**config.mk**
```make
export PLATFORM = sky130hd
export DESIGN_NAME = z16_fetch_unit_flat
export DESIGN_NICKNAME = d
export VERILOG_FILES = /design/src/rtl/z16_fetch_unit_if.sv /design/src/rtl/z16_fetch_unit.sv /design/src/flat_wrapper.sv
export SDC_FILE = /design/constraint.sdc
export NUM_CORES = 1
export LEC_CHECK = 0
export CAP_MARGIN = 20
export CORE_UTILIZATION = 25
export CTS_CLUSTER_DIAMETER = 120
export DETAILED_ROUTE_END_ITERATION = 10
export PLACE_DENSITY = 0.57
export SLEW_MARGIN = 20
export SYNTH_ARGS = -nofsm -noshare
export SYNTH_HDL_FRONTEND = slang
export SYNTH_SLANG_ARGS = --single-unit
```
**constraint.sdc**
```tcl
create_clock -name i_clk -period 4.7 [get_ports i_clk]
set_input_delay 0.94 -clock i_clk [delete_from_list [all_inputs] [get_ports i_clk]]
set_output_delay 0.94 -clock i_clk [all_outputs]
set_load 0.02 [all_outputs]
```
**src/rtl/z16_fetch_unit_if.sv**
```systemverilog
// Fetch-stage bus: instruction-memory address/data plus the decoder valid/ready output register.
interface z16_fetch_unit_if;
   localparam int unsigned XW = 16;

   logic [XW-1:0] o_instr_addr;
   logic [XW-1:0] i_instr;
   logic          o_valid;
   logic          i_ready;
   logic [XW-1:0] o_instr;
   logic [XW-1:0] o_pc;

   // Fetch unit side
   modport master (
      output o_instr_addr,
      input  i_instr,
      output o_valid,
      input  i_ready,
      output o_instr,
      output o_pc
   );

   // Instruction memory plus decoder side
   modport slave (
      input  o_instr_addr,
      output i_instr,
      input  o_valid,
      output i_ready,
      input  o_instr,
      input  o_pc
   );
endinterface

```
**src/rtl/z16_fetch_unit.sv**
```systemverilog
// Z16 instruction fetch: PC, combinational imem addressing, output register with valid/ready,
// branch redirect / flush, halt state and handshake counter.
module z16_fetch_unit #(
   parameter logic [15:0] RESET_PC = 16'h0000,
   parameter logic [15:0] PC_STEP  = 16'd2
) (
   input  logic                  i_clk,
   input  logic                  i_rst,
   z16_fetch_unit_if.master      bus,
   input  logic                  i_branch_en,
   input  logic [15:0]           i_branch_addr,
   input  logic                  i_halt,
   output logic                  o_halted,
   output logic [15:0]           o_fetch_count
);
   localparam int unsigned XW = 16;
   localparam logic [XW-1:0] ALIGN_MASK = ~XW'(1);

   typedef enum logic {
      ST_FETCH  = 1'b0,
      ST_HALTED = 1'b1
   } state_e;

   state_e        state_q,  state_d;
   logic [XW-1:0] pc_q,     pc_d;
   logic          valid_q,  valid_d;
   logic [XW-1:0] instr_q,  instr_d;
   logic [XW-1:0] opc_q,    opc_d;
   logic [XW-1:0] count_q,  count_d;
   logic          halted_q, halted_d;

   logic          xfer;
   logic          load;

   always_ff @(posedge i_clk) begin
      if (i_rst) begin
         state_q  <= ST_FETCH;
         pc_q     <= RESET_PC & ALIGN_MASK;
         valid_q  <= 1'b0;
         instr_q  <= '0;
         opc_q    <= '0;
         count_q  <= '0;
         halted_q <= 1'b0;
      end else begin
         state_q  <= state_d;
         pc_q     <= pc_d;
         valid_q  <= valid_d;
         instr_q  <= instr_d;
         opc_q    <= opc_d;
         count_q  <= count_d;
         halted_q <= halted_d;
      end
   end

   // Priority per edge: branch > halt > fetch/backpressure.
   always_comb begin
      state_d = state_q;
      pc_d    = pc_q;
      valid_d = valid_q;
      instr_d = instr_q;
      opc_d   = opc_q;

      xfer    = valid_q & bus.i_ready;
      load    = (state_q == ST_FETCH) & (~valid_q | bus.i_ready);
      count_d = xfer ? count_q + XW'(1) : count_q;

      if (i_branch_en) begin
         state_d = ST_FETCH;
         pc_d    = i_branch_addr & ALIGN_MASK;
         valid_d = 1'b0;
      end else if (i_halt && state_q == ST_FETCH) begin
         state_d = ST_HALTED;
         valid_d = 1'b0;
      end else if (load) begin
         instr_d = bus.i_instr;
         opc_d   = pc_q;
         valid_d = 1'b1;
         pc_d    = pc_q + PC_STEP;
      end

      halted_d = (state_d == ST_HALTED);
   end

   assign bus.o_instr_addr = pc_q;
   assign bus.o_valid      = valid_q;
   assign bus.o_instr      = instr_q;
   assign bus.o_pc         = opc_q;
   assign o_halted         = halted_q;
   assign o_fetch_count    = count_q;
endmodule
```
**src/flat_wrapper.sv**
```systemverilog
// flat-port wrapper written by rule: the top's interface ports become plain ports
module z16_fetch_unit_flat 
#(
   parameter logic [15:0] RESET_PC = 16'h0000,
   parameter logic [15:0] PC_STEP  = 16'd2
)
  (i_clk, i_rst, i_branch_en, i_branch_addr, i_halt, o_halted, o_fetch_count, bus_o_instr_addr, bus_i_instr, bus_o_valid, bus_i_ready, bus_o_instr, bus_o_pc);
  z16_fetch_unit_if bus_i ();
  input  logic i_clk;
  input  logic i_rst;
  input  logic i_branch_en;
  input  logic [15:0] i_branch_addr;
  input  logic i_halt;
  output logic o_halted;
  output logic [15:0] o_fetch_count;
  output wire logic [$bits(bus_i.o_instr_addr)-1:0] bus_o_instr_addr;
  input wire logic [$bits(bus_i.i_instr)-1:0] bus_i_instr;
  output wire logic [$bits(bus_i.o_valid)-1:0] bus_o_valid;
  input wire logic [$bits(bus_i.i_ready)-1:0] bus_i_ready;
  output wire logic [$bits(bus_i.o_instr)-1:0] bus_o_instr;
  output wire logic [$bits(bus_i.o_pc)-1:0] bus_o_pc;
  assign bus_o_instr_addr = bus_i.o_instr_addr;
  assign bus_i.i_instr = bus_i_instr;
  assign bus_o_valid = bus_i.o_valid;
  assign bus_i.i_ready = bus_i_ready;
  assign bus_o_instr = bus_i.o_instr;
  assign bus_o_pc = bus_i.o_pc;
  z16_fetch_unit #(.RESET_PC(RESET_PC), .PC_STEP(PC_STEP)) u_core (.i_clk(i_clk), .i_rst(i_rst), .bus(bus_i), .i_branch_en(i_branch_en), .i_branch_addr(i_branch_addr), .i_halt(i_halt), .o_halted(o_halted), .o_fetch_count(o_fetch_count));
endmodule
```
**Word level (Yosys, flattened, before mapping)**

Cells that the tools add are included.

- Flip-flop bits (word level): 66
- Output and inout port bits: 66
- Logic and storage cells: 27

- Add/sub/neg operators: 2
- Eq/ne operators: 1
- Mux-type cells: 3
- Bitwise logic cells: 7
- Reductions and logical operators: 7

Operator list:

| operator | number |
|---|---|
| $mux 16 | 3 |
| $add 16x1->16 const B | 1 |
| $add 16x2->16 const B | 1 |
| $not 1->1 | 4 |
| $reduce_and 2->1 | 2 |
| $reduce_and 3->1 | 1 |
| $reduce_or 3->1 | 1 |
| $and 1x1->1 | 2 |
| $ne 2x2->1 const B | 1 |
| $reduce_bool 2->1 | 1 |
| $reduce_or 2->1 | 1 |
| $logic_and 1x1->1 | 1 |
| $or 1x1->1 | 1 |

**Depth between registers and ports, before layout**

- Word-level depth: 6
- Gate-level depth with buffers: 6
- Gate-level depth less buffers: 5

**Worst setup path before layout**

OpenSTA, ideal clock, no wires.

- Kind: input to register
- Start: input port bus_i_ready
- End: register u_core.count_q[14], in the netlist u_core.o_fetch_count[14]
- Library setup time: 0.070 ns
- Arrival time: 2.033 ns
- Required time: 4.630 ns
- Slack: 2.596 ns
- Stages: 5
- Buffers on the path: 1
- Path through: buf_6 and4_4 nand4_4 or4_1 a21oi_1

- Word-level cells in the longest chain between the ends: 1

Ends and longest elaborated chain:

| element | RTL line | text |
|---|---|---|
| start: declaration | flat_wrapper.sv:19 | `input wire logic [$bits(bus_i.i_ready)-1:0] bus_i_ready;` |
| $and 1x1->1 | z16_fetch_unit.sv:63 | `xfer = valid_q & bus.i_ready;` |
| end signal: assignment | z16_fetch_unit.sv:50 | `count_q <= count_d;` |
| end: declaration | z16_fetch_unit.sv:29 | `logic [XW-1:0] count_q, count_d;` |

Every way passes these cells.
A chain may end at the register's enable or synchronous reset.

**Worst setup path after layout**

- Start: input port i_halt
- End: register u_core.instr_q[4], in the netlist u_core.bus.o_instr[4]

- Word-level cells in the longest chain between the ends: 3

Ends and longest elaborated chain:

| element | RTL line | text |
|---|---|---|
| start: declaration | flat_wrapper.sv:13 | `input logic i_halt;` |
| $logic_and 1x1->1 | z16_fetch_unit.sv:71 | `end else if (i_halt && state_q == ST_FETCH) begin` |
| $not 1->1 (no line) | -- |  |
| $reduce_and 3->1 (no line) | -- |  |
| end signal: assignment | z16_fetch_unit.sv:48 | `instr_q <= instr_d;` |
| end: declaration | z16_fetch_unit.sv:27 | `logic [XW-1:0] instr_q, instr_d;` |

Every way passes these cells.

==> summary.md <==
| Metric | Value |
|---|---|
| Cell count after synthesis | between 200 and 300 |
| Outcome | complete, no violations |
| Synth top area share | 0.460 |
| Clock Sinks | 64 |
| Area grow syn2layout | 48.7% |
| Fraction of layout cells with a size suffix above 1 | 0.0732 |
| FF-to-FF Start | u_core.o_halted |
| 1st-iter DRT viols | between 80 and 90 |
| Fin util | 0.382 |
| Worst-Skew Late Latency | roughly 340 ps |
| XOR/XNOR Fraction of Synth Area | 0.0566 |
| R2R Setup Slk | between 2000 and 3000 ps |
| CTS tree | built |
| CP Data Required Time | between 4000 and 5000 ps |
| Largest net degree at the start of global routing | 45 |
| Synth area leaders | dfxtp_1, mux2i_1, nor2_1 |
| Gr ovfl total | 0 |
| Maximum fanout along the worst path | 18 |
| Leak | ~1.4 nW |
| WHS Endpoint | u_core.bus.o_instr[10] |
| Clock root cell | clkbuf_8 |
| Worst VDD drop | 0.135 mV |
| Final period util | 0.624 |
| Worst Tran Pin Value | between 1000 and 1500 ps |
| Busiest grt layer | met2 |
| # nets final | 430 |
| Wire per inst | between 10 and 15 um |
| Buffers on Ports | a little under 100 |
| Post-route ant nets | 0 |
| CTS resizes | 0 |
| Die footprint | roughly 12000 um^2 |
| Met3 usage | 0.0321 |
| Max Cap Viol | 0 |
| Clock-pin slew of the registers on the worst-case setup and hold paths | roughly 70 ps |
| Main combinational cell family by area after synthesis | simple AND/OR/NAND/NOR gates |
| Compound-Gate Fraction of Synth Area | 0.0813 |
| Cell taking the most area after synthesis | dfxtp_1 |
| Final TNS setup | 0 ps |
| Synth unique cells | 39 |
| Die Height | around 110 um |
| Core ar. | approximately 11000 um^2 |
| Post-Synth Adder-Cell Area | 0.00898 |
| Met2 global-route usage | 0.201 |
| Synth Area in Simple Gates | 0.237 |
| Initial Util | 0.257 |
| Final WL | 7180 um |
| Vias per cell | roughly 4.6 |
| Final Slew Violations | 0 |
| Most frequent cell after synthesis | dfxtp_1 |
| Initial antenna violation count | 0 |
| Die Span X | 108 um |
| Number of synthesized flops with an enable pin | 0 |
| RSZ-0062 raised after global routing | no |
| WP data arrival | between 3000 and 4000 ps |
| Synth cell count leaders | dfxtp_1, nor2_1, mux2i_1, nand2_1, nand3_1 |
| Crit. End Element | flip-flop |
| DRC | 0 |
| ANT cells | 0 |
| CTS Buf Count | 9 |
| Fin. Hold Viols | 0 |
| Minimum clock period after layout | 2930 ps |
| Synth Area per Inst | 9.44 um^2 |
| Hold WC Path Type | flip-flop to flip-flop |
| Placer Congestion | about 0.72 |
| Pre-antenna DRT Iters | 4 |
| Asr flop ratio synth | 0 |
| Detailed Place HPWL | 4920 um |
| Setup CP Type | input port to flip-flop |
| Tot Pwr | 0.00136 W |
| # Post-CTS Setup Buffers | 0 |
| Top-level I/O count | roughly 100 |
| Crit start category | input port |
| Netlist Area Pre-Place | roughly 2800 um^2 |
| Hold Startpoint | u_core.bus.o_instr[10] |
| Worst hold path stage count | 2 |
| Max Clk Rate | ~340 MHz |
| Vias in the first global route | approximately 2300 |
| Final Setup Violations | 0 |
| Row count | 38 |
| Number of hold buffers added after CTS | 0 |
| CTS H-tree depth | 3 |
| Non-filler instance count after layout | ~540 |
| Met1 Usage GRT | 0.165 |
| Post-synthesis sequential area ratio | 0.460 |
| Clock Path Buffers | 2 |
| Total number of vias | 2485 |
| R2r worst-path depth | 5 |
| Cells after DPL | 520 |
| Final setup skew | between 5 and 6 ps |
| Mux cell area share after synthesis | 0.111 |
| Worst R2R End | u_core.bus.o_instr[4] |
| Cell Pwr Density | ~330 nW/um^2 |
| Yosys warns | 0 |
| First-pass GRT wire length | around 12000 um |
| Tot GR Track Use | 0.129 |
| Slew headroom | 0.329 |
| Synth Flop Type | dfxtp_1 |
| Number of synthesized register bits | 64 |
layer usage:
metal | routed length, um | vias to the layer above
met5 | 0 | -
met4 | 133 | 0
met3 | 348 | 11
met2 | 3260 | 67
met1 | 3440 | 1175
li1 | - | 1232
critical path, cell delays in order:
cell             delay, ps
clkdlybuf4s50_1        510
or2_1                  320
nor3_4                 830
buf_12                 270
mux2i_1                220
nor2_1                  50
state kept, by name (all words and copies together) (netlist names):
name                     count
u_core.bus.o_instr          16
u_core.bus.o_valid           1
u_core.o_fetch_count        16
u_core.bus.o_pc             15
u_core.bus.o_instr_addr     15
u_core.o_halted              1
through the flow:
stage               hold WS, ps  area [um^2]  setup slack [ps]
global placement            473         3890              1410
CTS                         504         4140              1740
finish                      496         4140              1770
global route                524         4140              1650
floorplan                   558         2790              2600
detailed placement          484         3890              1370
report_power, final:
group | leakage [nW] | switching (W) | internal (W) | total, W
logic | 0.789 | 0.0000830 | 0.0000887 | 0.000172
registers | 0.522 | 0.0000227 | 0.000563 | 0.000586
clock network | 0.123 | 0.000230 | 0.000370 | 0.000600
total | 1.43 | 0.000336 | 0.00102 | 0.00136
layout make-up:
type                            count  area [um^2]
Clock inverter                      6          115
Multi-Input combinational cell    208         1390
Tap cell                          140          175
Clock buffer                       10          138
Timing Repair Buffer              101         1010
Fill cell                        1105         6700
Sequential cell                    64         1280
Inverter                            7         26.3
worst max-delay path by stage:
stage                start                        to  slack (ps)  cells after the start
2_1_floorplan  bus_i_ready  u_core.o_fetch_count[14]        2600                      5
3_3_place_gp        i_halt        u_core.bus.o_pc[7]        1410                      6
4_1_cts             i_halt     u_core.bus.o_instr[4]        1740                      6
5_1_grt             i_halt     u_core.bus.o_instr[4]        1650                      6
3_5_place_dp        i_halt     u_core.bus.o_instr[4]        1370                      6
6_report            i_halt     u_core.bus.o_instr[4]        1770                      6
cell families after synthesis:
| family | count (synthesis) |
|---|---|
| DFF | 64 |
| muxes | 31 |
| xor gates and xnor gates | 18 |
| adders and majority gates | 2 |
| and+or+nand+nor | 121 |
| AOI/OAI and AO/OA | 34 |
| buffers and inverters | 24 |
| other | 1 |
cell usage in the layout (no fill, tap or decap), drive strengths merged, types with 2 or more instances in the layout:
cell / n
a211oi: 6
a21oi: 8
a311oi: 7
and2: 2
and4: 5
buf: 3
bufinv: 3
clkbuf: 10
clkdlybuf4s50: 98
conb: 2
dfxtp: 64
ha: 2
inv: 8
mux2i: 31
nand2: 11
nand3: 11
nand4: 11
nor2: 56
nor3: 7
nor4: 3
o21ai: 8
o31a: 2
o31ai: 2
or3: 8
or4: 2
xnor2: 9
xor2: 9
Power figures use the tool's default switching activity.
